**config.mk**
```make
export PLATFORM = sky130hd
export DESIGN_NAME = keypad_scanner_flat
export DESIGN_NICKNAME = d
export VERILOG_FILES = /design/src/rtl/keypad_pkg.sv /design/src/rtl/keypad_scanner_if.sv /design/src/rtl/keypad_tick.sv /design/src/rtl/keypad_scanner.sv /design/src/flat_wrapper.sv
export SDC_FILE = /design/constraint.sdc
export NUM_CORES = 1
export LEC_CHECK = 0
export BUFFER_PORTS_ARGS = -buffer_cell sky130_fd_sc_hd__buf_2
export CELL_PAD_IN_SITES_DETAIL_PLACEMENT = 1
export CELL_PAD_IN_SITES_GLOBAL_PLACEMENT = 1
export CORE_MARGIN = 1.5
export CORE_UTILIZATION = 23
export CTS_CLUSTER_SIZE = 12
export DETAILED_ROUTE_END_ITERATION = 12
export PLACE_DENSITY = 0.49
export SETUP_SLACK_MARGIN = 0.15
export SYNTH_ARGS = -nofsm -noshare
export SYNTH_HDL_FRONTEND = slang
export SYNTH_HIERARCHICAL = 1
export SYNTH_SLANG_ARGS = --single-unit
```
**constraint.sdc**
```tcl
create_clock -name i_clk -period 2.1 [get_ports i_clk]
set_input_delay 0.63 -clock i_clk [delete_from_list [all_inputs] [get_ports i_clk]]
set_output_delay 0.63 -clock i_clk [all_outputs]
set_load 0.05 [all_outputs]
```
**src/rtl/keypad_pkg.sv**
```systemverilog
// rtl/keypad_pkg.sv - shared types, key map and column encoding for the keypad scanner
package keypad_pkg;

  typedef enum logic [1:0] {
    SCAN     = 2'd0,
    DEBOUNCE = 2'd1,
    HELD     = 2'd2
  } state_e;

  // Nibble {row,col} holds the code printed on that Pmod KYPD key
  localparam logic [63:0] KEY_MAP = 64'hDEF0_C987_B654_A321;

  function automatic logic [3:0] key_lookup(input logic [1:0] row, input logic [1:0] col);
    int idx;
    idx = 4 * int'({row, col});
    return KEY_MAP[idx +: 4];
  endfunction

  function automatic logic [3:0] col_onehot_low(input logic [1:0] idx);
    return ~(4'b0001 << idx);
  endfunction

endpackage

```
**src/rtl/keypad_scanner_if.sv**
```systemverilog
// rtl/keypad_scanner_if.sv - keypad matrix lines and decoded key outputs
interface keypad_scanner_if;
  import keypad_pkg::*;

  logic [3:0] row;
  logic [3:0] col;
  logic [3:0] key;
  logic       key_valid;
  logic       key_held;

  modport master (input row, output col, output key, output key_valid, output key_held);
  modport slave  (output row, input col, input key, input key_valid, input key_held);

endinterface

```
**src/rtl/keypad_tick.sv**
```systemverilog
// rtl/keypad_tick.sv - free-running divider producing a one-cycle sample strobe
module keypad_tick #(
  parameter int DIV = 100000
) (
  input  logic i_clk,
  input  logic i_rst,
  output logic o_tick
);

  localparam int W = $clog2(DIV);

  logic [W-1:0] r_cnt;
  logic         w_last;

  assign w_last = (r_cnt == W'(DIV - 1));
  assign o_tick = w_last;

  always_ff @(posedge i_clk or posedge i_rst) begin
    if (i_rst) begin
      r_cnt <= '0;
    end else if (w_last) begin
      r_cnt <= '0;
    end else begin
      r_cnt <= r_cnt + 1'b1;
    end
  end

endmodule

```
**src/rtl/keypad_scanner.sv**
```systemverilog
// rtl/keypad_scanner.sv - 4x4 keypad column scanner with row debounce and key decode
module keypad_scanner
  import keypad_pkg::*;
#(
  parameter int SCAN_DIV       = 100000,
  parameter int DEBOUNCE_SCANS = 4
) (
  input  logic               i_clk,
  input  logic               i_rst,
  keypad_scanner_if.master   kp
);

  localparam int CW = $clog2(DEBOUNCE_SCANS + 1);

  logic [3:0]    r_row_m;
  logic [3:0]    r_row_s;
  logic [1:0]    r_col;
  state_e        r_state;
  logic [1:0]    r_cand_row;
  logic [CW-1:0] r_match;
  logic [CW-1:0] r_rel;
  logic [3:0]    r_key;
  logic          r_key_valid;
  logic          r_key_held;

  logic          w_tick;
  logic          w_hit;
  logic [1:0]    w_hit_row;
  logic          w_cand_hit;

  keypad_tick #(.DIV(SCAN_DIV)) u_tick (
    .i_clk  (i_clk),
    .i_rst  (i_rst),
    .o_tick (w_tick)
  );

  always_ff @(posedge i_clk or posedge i_rst) begin
    if (i_rst) begin
      r_row_m <= 4'hF;
      r_row_s <= 4'hF;
    end else begin
      r_row_m <= kp.row;
      r_row_s <= r_row_m;
    end
  end

  // Descending scan so the lowest low row is the one left standing
  always_comb begin
    w_hit     = ~&r_row_s;
    w_hit_row = 2'd0;
    for (int i = 3; i >= 0; i--) begin
      if (!r_row_s[i]) w_hit_row = 2'(i);
    end
    w_cand_hit = !r_row_s[r_cand_row];
  end

  always_ff @(posedge i_clk or posedge i_rst) begin
    if (i_rst) begin
      r_col       <= 2'd0;
      r_state     <= SCAN;
      r_cand_row  <= 2'd0;
      r_match     <= '0;
      r_rel       <= '0;
      r_key       <= 4'h0;
      r_key_valid <= 1'b0;
      r_key_held  <= 1'b0;
    end else begin
      r_key_valid <= 1'b0;
      if (w_tick) begin
        case (r_state)
          SCAN: begin
            if (w_hit) begin
              r_cand_row <= w_hit_row;
              r_match    <= CW'(1);
              r_state    <= DEBOUNCE;
            end else begin
              r_col <= r_col + 2'd1;
            end
          end
          DEBOUNCE: begin
            if (w_hit && (w_hit_row == r_cand_row)) begin
              if (r_match == CW'(DEBOUNCE_SCANS - 1)) begin
                r_key       <= key_lookup(r_cand_row, r_col);
                r_key_valid <= 1'b1;
                r_key_held  <= 1'b1;
                r_rel       <= '0;
                r_state     <= HELD;
              end else begin
                r_match <= r_match + 1'b1;
              end
            end else begin
              r_state <= SCAN;
              r_col   <= r_col + 2'd1;
            end
          end
          HELD: begin
            if (w_cand_hit) begin
              r_rel <= '0;
            end else if (r_rel == CW'(DEBOUNCE_SCANS - 1)) begin
              r_key_held <= 1'b0;
              r_state    <= SCAN;
              r_col      <= r_col + 2'd1;
            end else begin
              r_rel <= r_rel + 1'b1;
            end
          end
          default: r_state <= SCAN;
        endcase
      end
    end
  end

  assign kp.col       = col_onehot_low(r_col);
  assign kp.key       = r_key;
  assign kp.key_valid = r_key_valid;
  assign kp.key_held  = r_key_held;

endmodule

```
**src/flat_wrapper.sv**
```systemverilog
// flat-port wrapper written by rule: the top's interface ports become plain ports
module keypad_scanner_flat import keypad_pkg::*;
#(
  parameter int SCAN_DIV       = 100000,
  parameter int DEBOUNCE_SCANS = 4
)
  (i_clk, i_rst, kp_row, kp_col, kp_key, kp_key_valid, kp_key_held);
  keypad_scanner_if kp_i ();
  input  logic i_clk;
  input  logic i_rst;
  input wire logic [$bits(kp_i.row)-1:0] kp_row;
  output wire logic [$bits(kp_i.col)-1:0] kp_col;
  output wire logic [$bits(kp_i.key)-1:0] kp_key;
  output wire logic [$bits(kp_i.key_valid)-1:0] kp_key_valid;
  output wire logic [$bits(kp_i.key_held)-1:0] kp_key_held;
  assign kp_i.row = kp_row;
  assign kp_col = kp_i.col;
  assign kp_key = kp_i.key;
  assign kp_key_valid = kp_i.key_valid;
  assign kp_key_held = kp_i.key_held;
  keypad_scanner #(.SCAN_DIV(SCAN_DIV), .DEBOUNCE_SCANS(DEBOUNCE_SCANS)) u_core (.i_clk(i_clk), .i_rst(i_rst), .kp(kp_i));
endmodule
```
== Word-level counts from Yosys, hierarchy flattened ==
Index checks and enable logic that the tools add are counted.
Word-level totals
  input bits: 6
  output and inout bits: 10
  bits in registers: 43
  word-level logic and storage cells: 86
Cells by class
  eq/ne operators: 16
  mux-type cells: 36
  $add $sub $neg: 4
  shift-type cells: 2
  bitwise operators: 2
  $lt $le $gt $ge: 1
  reduce and logical (&&, ||, !) cells: 14
Operators with widths (number)
  variable part select 64 x 7 -> 4 bit (first input constant): 1
  two-way mux 2 bit: 13
  two-way mux 3 bit: 7
  adder 17 x 1 -> 17 bit (second input constant): 1
  == test 17 bit (second input constant): 1
  two-way mux 17 bit: 1
  AND reduction 5 bit: 3
  case mux 2 bit (3 select lines): 2
  case mux 3 bit (2 select lines): 2
  AND reduction 6 bit: 2
  inequality test 2 x 1 -> 1 bit (second input constant): 5
  two-way mux 1 bit: 9
  AND reduction 4 bit: 2
  adder 3 x 1 -> 3 bit (second input constant): 2
  == test 3 x 2 -> 1 bit (second input constant): 2
  inequality test 2 bit (second input constant): 3
  inequality test 3 bit (second input constant): 2
  inverter 4 bit: 1
  nonzero test 2 bit: 2
  << shifter 1 x 2 -> 4 bit (first input constant): 1
  < comparator 2 x 3 -> 1 bit (second input constant): 1
  AND reduction 3 bit: 1
  nonzero test 3 bit: 1
  adder 2 x 1 -> 2 bit (second input constant): 1
  other kinds (9): 9

== Depth between registers and ports, before layout ==
Gate-level depths: netlist of run 1.
  word-level depth: 9
  mapped depth: 11
  gate-level depth less buffers: 9

== By module ==
Netlist of run 1, hierarchy kept.
Modules (own cells, without submodules)
  keypad_scanner: cells each 126, area each 1373.8 um^2, instances 1, seq. area each 660.6 um^2
  keypad_tick: cells each 75, area each 825.8 um^2, instances 1, seq. area each 425.4 um^2

== Worst setup path before layout of run 1 ==
No wires, ideal clock.
  path kind: register to register
  from: register u_core.u_tick.r_cnt[0]
  to: register u_core.r_match[0]
  path buffers: 3
  data arrival time: 2150 ps
  path slack: -129 ps
  library setup time: 79 ps
  period minus slack after synthesis: 2229 ps
  stages on the path, launching flop included: 11
  data required time: 2021 ps
  cell sequence: dfrtp_1 -> ha_1 -> nand3_1 -> nor2_1 -> and4_1 -> buf_2 -> clkbuf_1 -> or3b_1 -> clkbuf_1 -> nor2b_1 -> mux2i_1
Between the ends
  word-level cells in the longest chain between the ends: 2
Ends and longest elaborated chain
  from (decl): RTL line keypad_tick.sv:12  | logic [W-1:0] r_cnt;
  from (signal assigned): RTL line keypad_tick.sv:24  | r_cnt <= r_cnt + 1'b1;
  == test 17 bit: RTL line keypad_tick.sv:15  | assign w_last = (r_cnt == W'(DIV - 1));
  net u_core.w_tick: RTL line keypad_scanner.sv:26  | logic w_tick;
  AND reduction 5 bit (no source line)
  to (signal assigned): RTL line keypad_scanner.sv:89  | r_match <= r_match + 1'b1;
  to (decl): RTL line keypad_scanner.sv:20  | logic [CW-1:0] r_match;
The timed path passes the listed nets, and every way through them passes these cells.
A chain may end at the register's enable or synchronous reset.

== Final worst setup path of run 1 ==
  from: register u_core.r_col[0]
  to: output port kp_col[2]
Between the ends
  word-level cells in the longest chain between the ends: 2
Ends and longest elaborated chain
  from (decl): RTL line keypad_scanner.sv:17  | logic [1:0] r_col;
  from (signal assigned): RTL line keypad_scanner.sv:77  | r_col <= r_col + 2'd1;
  from (signal assigned): RTL line keypad_scanner.sv:93  | r_col <= r_col + 2'd1;
  from (signal assigned): RTL line keypad_scanner.sv:102  | r_col <= r_col + 2'd1;
  << shifter 1 x 2 -> 4 bit: RTL line keypad_pkg.sv:20  | return ~(4'b0001 << idx);
  inverter 4 bit: RTL line keypad_pkg.sv:20
  to (decl): RTL line flat_wrapper.sv:12  | output wire logic [$bits(kp_i.col)-1:0] kp_col;
Every way passes these cells.

==> impl_metrics.csv, run 1 <==
group,metric,value,unit
synth,synth_largest_area_cell,"dfrtp_1",
critical_path,endpoint_kind,"primary output",
timing,fin_worst_skew,0.004621,ns
run_status,outcome,"finished clean",
synth,synth_compound_area_frac,0.08362,
synth,ys_top_cells_by_count,"dfrtp_1 (35), nand2_1 (19), inv_1 (15)",
grt,grt_pass1_vias,1589,
synth,synth_fa_ha_area_frac,0.06257,
synth,yosysSeqAreaShare,0.4937,
synth,synth.cell_area,0.002200,mm^2
critical_path,path_cells,"inv_2, ha_1, inv_1, buf_4",
critical_path,r2r_cells,8,
placed_design,dp_hpwl,3383,um
final_layout,stdcell_area,0.002698,mm^2
critical_path,cpPeakStageDelay,0.42,ns
critical_path,criticalPathCategory,"flip-flop to primary output",
clock_tree,cts_tree,"built",
synth,syn_area_per_cell,10.94,um^2
final_layout,drive_above_1_share,0.2996,
worst_hold_path,hp-class,"input pin to async pin",
floorplanning,floorplan.initialDensity,0.2381,
placed_design,placed_cell_area,0.002525,mm^2
power,intPower,0.001118,W
timing,rsz0062_at_grt,"false",
grt,overflow,0,
final_layout,final_nets,253,
timing,maxSlewHeadroom,0.7550,
timing,setup_tns,0,ns
synth,synthFlopType,"dfrtp_1",
synth,synth_cell_types,52,
grt,antenna_found_initial,0,
floorplanning,num_io_pins,16,
synth,synth_top_family_by_area,"simple AND/OR/NAND/NOR gates",
critical_path,rr_startpoint,"u_core/u_tick/r_cnt[1]",
synth,ys_ff_latch,43,
critical_path,cp.required,1.47,ns
floorplanning,placeableCoreArea,0.009240,mm^2
clock_tree,worstSkewPairLatency,0.29,ns
placed_design,io_buffers,15,
floorplanning,rows,35,
synth,yosysMostFrequentCell,"dfrtp_1",
critical_path,rrSetupSlack,0.24,ns
power,pwr-share-seq,0.593,
floorplanning,die_w,100.8,um
job,drv_cap,0,
critical_path,cp.arrival,1.24,ns
synth,synth_edf_count,0,
synth,synthArstFlopShare,1.000,
clock_tree,cts_root_buf,"clkbuf_8",
critical_path,path_max_fanout,4,
clock_tree,clkTransAtPathRegs,0.08,ns
critical_path,cp-start-kind,"flip-flop",
floorplanning,die_area,0.01016,mm^2
final_layout,antenna_cells,0,
detailed_routing,post_drt_wl_per_cell,12.47,um
power,netSwitchingFraction,0.2185,
critical_path,reg2reg_to,"u_core/kp.key[0]",
final_layout,syn2layout_area_growth,22.64,%
detailed_routing,antenna_left,0,
timing,finalCritPeriodShare,0.8911,
detailed_routing,drc,0,
clock_tree,h-tree-depth,2,
synth,netlist.area_leader.share,0.3982,
power,ir_drop,0.0001979,V
clock_tree,cts_sinks,43,
synth,synth-xor-area-share,0.06371,
detailed_routing,drt_pass1_iterations,4,
grt,grt_pass1_wl,7790,um
detailed_routing,viasPerCell,4.213,
timing,period_minus_slack,1.871,ns
synth,synthTopCellsByArea,"dfrtp_1 (40%), dfstp_2 (9.6%), ha_1 (6.3%)",
synth,postSynthCellCount,201,
timing,setup_viol,0,
timing,finalHoldViolCount,0,
placed_design,gp_congestion,0.7024,
detailed_routing,vias,1542,
synth,synthMuxAreaShare,0.05233,
power,power_density,530.3,mW/mm^2
synth,ys_warn_count,6,
power,p_sw,0.0003126,W
power,leakage,1.189,nW
detailed_routing,drtIter0Drc,20,
timing,worst_slew_pin_slew,0.3573,ns
grt,grt_max_degree,27,
clock_tree,cts_buffers,5,
synth,syn_nets,218,
grt,grt_usage,0.09941,
power,pwr-share-comb,0.024,
detailed_routing,routed_wirelength,4565,um
critical_path,crit_path_top_delay_cell,"dfrtp_1",
final_layout,final_util,0.2919,
floorplanning,die_h,100.8,um
power,p_clk_frac,0.382,
timing,final_max_slew_viol_count,0,
synth,yosys.area_share.simple,0.2008,
clock_tree,cts_max_path_buffers,2,
timing,max_freq,534.4,MHz
==> worst max-delay path by stage <==
stage                            from           endpoint  cells after the start
3_3_place_gp   u_core/u_tick/r_cnt[0]  u_core/r_match[0]                      7
6_report              u_core/r_col[0]          kp_col[2]                      4
2_1_floorplan  u_core/u_tick/r_cnt[0]  u_core/r_match[0]                     10
3_5_place_dp   u_core/u_tick/r_cnt[0]  u_core/r_match[0]                      7
5_1_grt               u_core/r_col[0]          kp_col[2]                      4
4_1_cts               u_core/r_col[1]          kp_col[1]                      4
==> state kept, by name, indices dropped and copies added (netlist names) <==
signal / count
u_core/r_col: 2
u_core/r_row_m: 4
u_core/kp.key_valid: 1
u_core/u_tick/r_cnt: 17
u_core/kp.key: 4
u_core/r_state: 2
u_core/r_rel: 3
u_core/r_cand_row: 2
u_core/r_row_s: 4
u_core/r_match: 3
u_core/kp.key_held: 1
==> cell families after synthesis <==
group                      after synthesis
DFF                                     43
and+or+nand+nor                         75
buffers and inverters                   22
AOI/OAI and AO/OA                       24
muxes                                   10
xor gates and xnor gates                16
adders and majority gates               11
==> power groups by stage <==
stage / clock network, W / registers (W) / logic (W)
final: 0.000547 / 0.000849 / 0.0000350
after global routing: 0.000610 / 0.000850 / 0.0000413
after CTS: 0.000582 / 0.000849 / 0.0000367
after detailed placement: 0 / 0.000865 / 0.0000366
after global placement: 0 / 0.000865 / 0.0000365
after floorplan: 0 / 0.000863 / 0.0000203
==> critical path: cells and delay by family (launching register included) <==
family	cells	cell delay (ns)
adder cells (fa/ha/maj)	1	0.22
flip-flops	1	0.42
buffers and inverters	3	0.32
==> per-stage QoR <==
| stage | setup slack [ns] | instances | hold WS, ns | total power (W) |
|---|---|---|---|---|
| 5_1_grt | 0.1434 | 366 | 0.3609 | 0.001502 |
| 6_report | 0.2288 | 366 | 0.3552 | 0.001431 |
| 2_1_floorplan | 0.04348 | 201 | 0.3452 | 0.0008828 |
| 3_5_place_dp | 0.02797 | 353 | 0.3479 | 0.0009014 |
| 4_1_cts | 0.1588 | 363 | 0.3477 | 0.001468 |
| 3_3_place_gp | 0.04271 | 353 | 0.3467 | 0.0009012 |
==> cell type report <==
class	count	area, um^2
Clock inverter	1	5.005
Fill cell	1069	6543
Tap cell	129	161.4
Inverter	16	65.06
Clock buffer	7	86.33
Timing Repair Buffer	34	232.7
Sequential cell	43	1086
Multi-Input combinational cell	136	1061
==> cells in the final DEF, fill, tap and decap left out, types with 2 or more instances in the layout <==
cell type  netlist  routed
buf_6            0       2
nor2b_1          4       4
dfstp_2          8       8
a21oi_1          2       2
o21ai_1          4       4
ha_1            11      10
nor3_1           6       6
buf_4            1      20
inv_1           15      12
dfrtp_1         35      35
and3b_1          2       2
buf_2            3      12
mux2i_1          7       7
nand4_1          4       4
nand3_1          7       6
inv_2            0       3
nand3b_1         2       2
nand2b_1         4       4
nor2_1          13      12
nor4_2           2       3
o21ai_0          3       3
xor2_1           4       4
nor2_2           1       2
clkbuf_8         0       6
nand2_1         19      19
xnor2_1         12      12
==> timing repair <==
action / CTS / global route
setup endpoints to repair: 13 / 7
gates resized for setup: 7 / 8
hold buffers: 0 / 0
setup buffers: 2 / 3
hold endpoints to repair: 0 / 0
pin swaps: 0 / 3
==> metal layers <==
| metal | up-vias | share of wire | global-route usage |
|---|---|---|---|
| li1 | 760 | - | - |
| met1 | 767 | 0.46 | 0.1252 |
| met2 | 10 | 0.51 | 0.1679 |
| met3 | 5 | 0.020 | 0.02288 |
| met4 | 0 | 0.011 | 0.03250 |
| met5 | - | 0 | 0 |
Note: power is estimated with default switching activity, not from simulation.
==> inputs of run 2 (changes only) <==
--- a/config.mk
+++ b/config.mk
@@ -6,13 +6,14 @@
 export NUM_CORES = 1
 export LEC_CHECK = 0
 export BUFFER_PORTS_ARGS = -buffer_cell sky130_fd_sc_hd__buf_2
+export CAP_MARGIN = 25
 export CELL_PAD_IN_SITES_DETAIL_PLACEMENT = 1
 export CELL_PAD_IN_SITES_GLOBAL_PLACEMENT = 1
 export CORE_MARGIN = 1.5
-export CORE_UTILIZATION = 23
+export CORE_UTILIZATION = 43
 export CTS_CLUSTER_SIZE = 12
 export DETAILED_ROUTE_END_ITERATION = 12
-export PLACE_DENSITY = 0.49
+export PLACE_DENSITY = 0.79
 export SETUP_SLACK_MARGIN = 0.15
 export SYNTH_ARGS = -nofsm -noshare
 export SYNTH_HDL_FRONTEND = slang
==> impl_metrics.csv, run 2 (synthesized netlist as in run 1, its figures left out) <==
group,metric,value,unit
run_status,outcome,"finished clean",
timing,fin_worst_skew,0.007802,ns
clock_tree,clkTransAtPathRegs,0.08,ns
placed_design,gp_congestion,0.7409,
critical_path,cpPeakStageDelay,0.41,ns
timing,worst_slew_pin_slew,0.6645,ns
detailed_routing,viasPerCell,5.174,
clock_tree,h-tree-depth,2,
critical_path,r2r_cells,8,
timing,max_freq,527.5,MHz
timing,period_minus_slack,1.896,ns
timing,maxSlewHeadroom,0.5565,
critical_path,endpoint_kind,"flip-flop",
floorplanning,placeableCoreArea,0.004817,mm^2
critical_path,path_max_fanout,8,
floorplanning,num_io_pins,16,
critical_path,cp.required,2.28,ns
detailed_routing,antenna_left,0,
timing,final_max_slew_viol_count,0,
grt,grt_pass1_vias,1510,
clock_tree,worstSkewPairLatency,0.29,ns
timing,finalCritPeriodShare,0.9028,
floorplanning,rows,25,
final_layout,layout_common_cells,"dfrtp_1 (33), nand2_1 (19), buf_4 (16)",
timing,setup_viol,0,
power,power_density,578.3,mW/mm^2
timing,setup_tns,0,ns
worst_hold_path,hp-class,"input pin to async pin",
critical_path,reg2reg_to,"u_core/kp.key[0]",
critical_path,crit_path_top_delay_cell,"dfrtp_1",
final_layout,largest_reg_flops,17,
floorplanning,die_w,74.52,um
final_layout,final_nets,248,
detailed_routing,drc,0,
grt,overflow,0,
floorplanning,die_h,74.52,um
detailed_routing,vias,1547,
placed_design,io_buffers,15,
critical_path,cp.arrival,2.07,ns
critical_path,cp-start-kind,"flip-flop",
final_layout,antenna_cells,0,
final_layout,largest-register,"u_core/u_tick/r_cnt",
critical_path,rr_startpoint,"u_core/u_tick/r_cnt[1]",
placed_design,dpl_worst_slack,0.03029,ns
detailed_routing,routed_wirelength,4431,um
clock_tree,postCtsHoldBufs,0,
final_layout,fillers,540,
critical_path,path_cells,"ha_4, nand3_2, nor2_4, and4_4, nand2_1, a21o_4, clkinv_4, mux2_4",
floorplanning,floorplan.initialDensity,0.4566,
power,ir_drop,0.0004607,V
detailed_routing,drt_pass1_iterations,4,
critical_path,criticalPathCategory,"flip-flop to flip-flop",
critical_path,rrSetupSlack,0.20,ns
clock_tree,cts_buffers,5,
timing,setup_slack,0.2041,ns
clock_tree,cts_max_path_buffers,2,
final_layout,layout_commonest_cell,"dfrtp_1",
power,leakage,1.171,nW
final_layout,drive_above_1_share,0.2888,
detailed_routing,post_drt_wl_per_cell,14.82,um
grt,grt_max_degree,18,
placed_design,dp_hpwl,3140,um
floorplanning,die_area,0.005553,mm^2
detailed_routing,drtIter0Drc,51,
grt,antenna_found_initial,0,
timing,finalHoldViolCount,0,
timing,rsz0062_at_grt,"true",
clock_tree,cts_tree,"built",
grt,grt_usage,0.1737,
final_layout,syn2layout_area_growth,18.43,%
grt,grt_pass1_wl,7265,um
clock_tree,cts_sinks,43,
job,drv_cap,0,
clock_tree,cts_root_buf,"clkbuf_8",
-- run 2: critical path: cells and delay by family, from the launching register on --
kind | cells | cell delay [ns]
and+or+nand+nor | 4 | 0.60
DFF | 1 | 0.41
muxes | 1 | 0.29
AOI/OAI and AO/OA | 1 | 0.23
adders and majority gates | 1 | 0.17
buffers and inverters | 1 | 0.08
-- run 2: final cells by class --
cell class | instances | area [um^2] | share of cell area
clock buffer | 7 | 76.32 | 0.02930
clock inverter | 1 | 30.03 | 0.01153
inverter | 16 | 65.06 | 0.02498
multi-input combinational | 136 | 1064 | 0.4083
sequential | 43 | 1089 | 0.4179
tap | 67 | 83.83 | 0.03218
timing repair buffer | 29 | 197.7 | 0.07589
-- run 2: stage by stage --
stage               cells    util  hold slack (ns)  cell area [um^2]  power (W)
floorplan             201       -           0.3452              2240  0.0008828
global placement      287  0.5018           0.3463              2417  0.0008990
detailed placement    287  0.5018           0.3473              2417  0.0008997
CTS                   298  0.5322           0.3582              2564   0.001531
global route          299  0.5408           0.3604              2605   0.001574
finish                299  0.5408           0.3579              2605   0.001507
-- run 2: where the power goes --
| group | total [W] | internal (W) | switching, W |
|---|---|---|---|
| sequential | 0.000849 | 0.000842 | 0.00000752 |
| clock | 0.000624 | 0.000356 | 0.000268 |
| combinational | 0.0000336 | 0.0000105 | 0.0000231 |
-- run 2: worst max path at each step --
stage / startpoint / end / slack, ns / cells after the start
3_3_place_gp: u_core/u_tick/r_cnt[0] / u_core/r_match[0] / 0.08 / 7
2_1_floorplan: u_core/u_tick/r_cnt[0] / u_core/r_match[0] / 0.04 / 10
5_1_grt: u_core/u_tick/r_cnt[1] / u_core/kp.key[0] / 0.13 / 8
6_report: u_core/u_tick/r_cnt[1] / u_core/kp.key[0] / 0.20 / 8
3_5_place_dp: u_core/u_tick/r_cnt[0] / u_core/r_match[0] / 0.03 / 7
4_1_cts: u_core/r_col[0] / kp_col[3] / 0.15 / 4
-- run 2: what timing repair did --
action / in CTS / in global routing
resized for setup: 8 / 10
buffers inserted: 3 / 1
endpoints found under the setup margin: 12 / 8
pin swaps: 1 / 3
-- run 2: metal layers --
| metal | GRT usage | vias to the layer above | share of wire | routed length (um) |
|---|---|---|---|---|
| met5 | 0 | - | 0 | 0 |
| met4 | 0.06061 | 0 | 0.012 | 53 |
| met3 | 0.03794 | 7 | 0.025 | 109 |
| met2 | 0.2589 | 15 | 0.46 | 2044 |
| met1 | 0.2500 | 773 | 0.50 | 2223 |
| li1 | - | 752 | - | - |
==> inputs of run 3 (changes only) <==
==> constraint.sdc (replaced) <==
create_clock -name i_clk -period 1.55 [get_ports i_clk]
set_input_delay 0.465 -clock i_clk [delete_from_list [all_inputs] [get_ports i_clk]]
set_output_delay 0.465 -clock i_clk [all_outputs]
set_load 0.05 [all_outputs]
==> impl_metrics.csv, run 3 (synthesized netlist as in run 1, its figures left out) <==
group,metric,value,unit
run_status,failed_checks,"setup timing",
grt,antenna_found_initial,0,
critical_path,cp.arrival,2.12,ns
final_layout,stdcell_area,0.002975,mm^2
floorplanning,rows,25,
detailed_routing,antenna_left,0,
critical_path,r2r_cells,6,
power,p_sw,0.0004341,W
grt,grt_max_degree,27,
timing,period_minus_slack,1.938,ns
timing,setup_slack,-0.3882,ns
timing,setup_viol,31,
final_layout,syn2layout_area_growth,35.27,%
critical_path,cp-start-kind,"flip-flop",
final_layout,final_nets,283,
power,power_density,694.7,mW/mm^2
run_status,outcome,"finished with violations",
timing,final_max_slew_viol_count,0,
final_layout,layout_commonest_cell,"buf_4",
job,drv_cap,0,
critical_path,cpPeakStageDelay,0.40,ns
clock_tree,clkTransAtPathRegs,0.08,ns
critical_path,endpoint,"u_core/r_col[1]",
timing,finalCritPeriodShare,1.250,
floorplanning,placeableCoreArea,0.004817,mm^2
grt,grt_usage,0.2200,
timing,max_freq,515.9,MHz
final_layout,fin_cells,333,
placed_design,io_buffers,15,
placed_design,gp_congestion,0.7767,
grt,overflow,0,
critical_path,cp.required,1.73,ns
final_layout,antenna_cells,0,
critical_path,endpoint_kind,"flip-flop",
power,netSwitchingFraction,0.2100,
worst_hold_path,hp-class,"input pin to async pin",
clock_tree,cts_buffers,5,
clock_tree,cts_sinks,43,
detailed_routing,drc,0,
clock_tree,postCtsHoldBufs,0,
critical_path,reg2reg_to,"u_core/r_col[1]",
final_layout,layout_common_cells,"buf_4 (48), dfrtp_1 (34), nand2_1 (18)",
power,leakage,1.366,nW
detailed_routing,drt_pass1_iterations,4,
clock_tree,cts_max_path_buffers,2,
final_layout,final_util,0.6177,
critical_path,rr_startpoint,"u_core/u_tick/r_cnt[12]",
detailed_routing,post_drt_wl_per_cell,18.28,um
clock_tree,cts_tree,"built",
critical_path,rrSetupSlack,-0.39,ns
timing,rsz0062_at_grt,"true",
timing,fin_worst_skew,0.009642,ns
critical_path,criticalPathCategory,"flip-flop to flip-flop",
floorplanning,die_w,74.52,um
placed_design,placed_cell_area,0.002734,mm^2
timing,setup_tns,-6.619,ns
power,ir_drop,0.0005796,V
critical_path,startpoint,"u_core/u_tick/r_cnt[12]",
final_layout,drive_above_1_share,0.4286,
floorplanning,die_h,74.52,um
critical_path,path_max_fanout,6,
timing,worst_slew_pin_slew,0.3344,ns
critical_path,path_cells,"nand4bb_1, nor4_2, and4_4, nand3b_1, a21oi_2, mux2_4",
final_layout,largest_reg_flops,17,
power,intPower,0.001633,W
power,pwr-share-comb,0.027,
floorplanning,num_io_pins,16,
grt,grt_pass1_vias,1889,
detailed_routing,routed_wirelength,6086,um
final_layout,fillers,547,
clock_tree,h-tree-depth,2,
final_layout,largest-register,"u_core/u_tick/r_cnt",
timing,maxSlewHeadroom,0.7707,
detailed_routing,viasPerCell,5.369,
grt,grt_pass1_wl,8983,um
critical_path,crit_path_top_delay_cell,"dfrtp_1",
detailed_routing,vias,1788,
power,pwr-share-seq,0.557,
detailed_routing,drtIter0Drc,73,
placed_design,placedCellCount,321,
floorplanning,die_area,0.005553,mm^2
clock_tree,worstSkewPairLatency,0.30,ns
timing,finalHoldViolCount,0,
floorplanning,floorplan.initialDensity,0.4566,
clock_tree,cts_root_buf,"clkbuf_8",
placed_design,dp_hpwl,3955,um
power,p_clk_frac,0.416,
==> run 3: changes by cell type in the layout (fill, tap and decap cells not counted), moves of 2 or more <==
| cell | previous run | this run |
|---|---|---|
| ha_4 | 1 | 3 |
| nor2_2 | 1 | 3 |
| clkinvlp_4 | 0 | 3 |
| buf_4 | 16 | 48 |
| buf_2 | 11 | 9 |
| clkbuf_4 | 0 | 2 |
| inv_1 | 13 | 10 |
| ha_1 | 10 | 7 |
==> run 3: critical path, delay by kind of cell, from the launching register on <==
kind / cells / cell delay, ns
mux: 1 / 0.32
flops: 1 / 0.40
compound gates: 1 / 0.24
simple gates: 4 / 0.87
==> run 3: what timing repair did <==
| item | CTS | global route |
|---|---|---|
| buffers inserted | 0 | 4 |
| hold endpoints to repair | 0 | 0 |
| endpoints found under the setup margin | 35 | 36 |
| resized for setup | 18 | 11 |
| pin swaps | 5 | 5 |
| cloned | 0 | 1 |
==> run 3: final cells by class <==
cell class              count  area, um^2  area share
multi-input cells         136        1120      0.3764
clock inverters             1       30.03     0.01009
clock buffers               6       72.57     0.02439
inverters                  16       78.83     0.02649
repair buffers             64       503.0      0.1690
flip-flops and latches     43        1087      0.3654
well taps                  67       83.83     0.02817
==> run 3: routing by layer <==
| metal | vias to the layer above | part of all wire | track usage |
|---|---|---|---|
| li1 | 821 | - | - |
| met1 | 920 | 0.40 | 0.2457 |
| met2 | 35 | 0.55 | 0.4067 |
| met3 | 12 | 0.028 | 0.04878 |
| met4 | 0 | 0.021 | 0.08283 |
| met5 | - | 0 | 0 |
==> run 3: worst min-delay path by stage <==
stage                            from                      end  slack, ns
CTS                             i_rst  u_core/u_tick/r_cnt[15]       0.21
detailed placement  u_core/r_row_m[1]        u_core/r_row_s[1]       0.35
global route                    i_rst  u_core/u_tick/r_cnt[13]       0.21
finish                          i_rst  u_core/u_tick/r_cnt[13]       0.20
floorplan           u_core/r_row_m[0]        u_core/r_row_s[0]       0.35
global placement    u_core/r_row_m[3]        u_core/r_row_s[3]       0.35
==> run 3: stage by stage <==
stage                     power [W]  setup WS, ns  hold slack [ns]
final                      0.002067       -0.3882           0.2020
after global routing       0.002146       -0.4509           0.2109
after floorplan            0.001196       -0.5065           0.3452
after global placement     0.001223       -0.3975           0.3462
after CTS                  0.002075       -0.3302           0.2075
after detailed placement   0.001227       -0.4873           0.3495
==> run 3: power by group through the flow <==
stage | registers [W] | clock network (W) | logic (W)
2_1_floorplan | 0.00117 | 0 | 0.0000275
3_3_place_gp | 0.00117 | 0 | 0.0000533
3_5_place_dp | 0.00117 | 0 | 0.0000557
4_1_cts | 0.00115 | 0.000868 | 0.0000568
5_1_grt | 0.00115 | 0.000931 | 0.0000630
6_report | 0.00115 | 0.000861 | 0.0000554
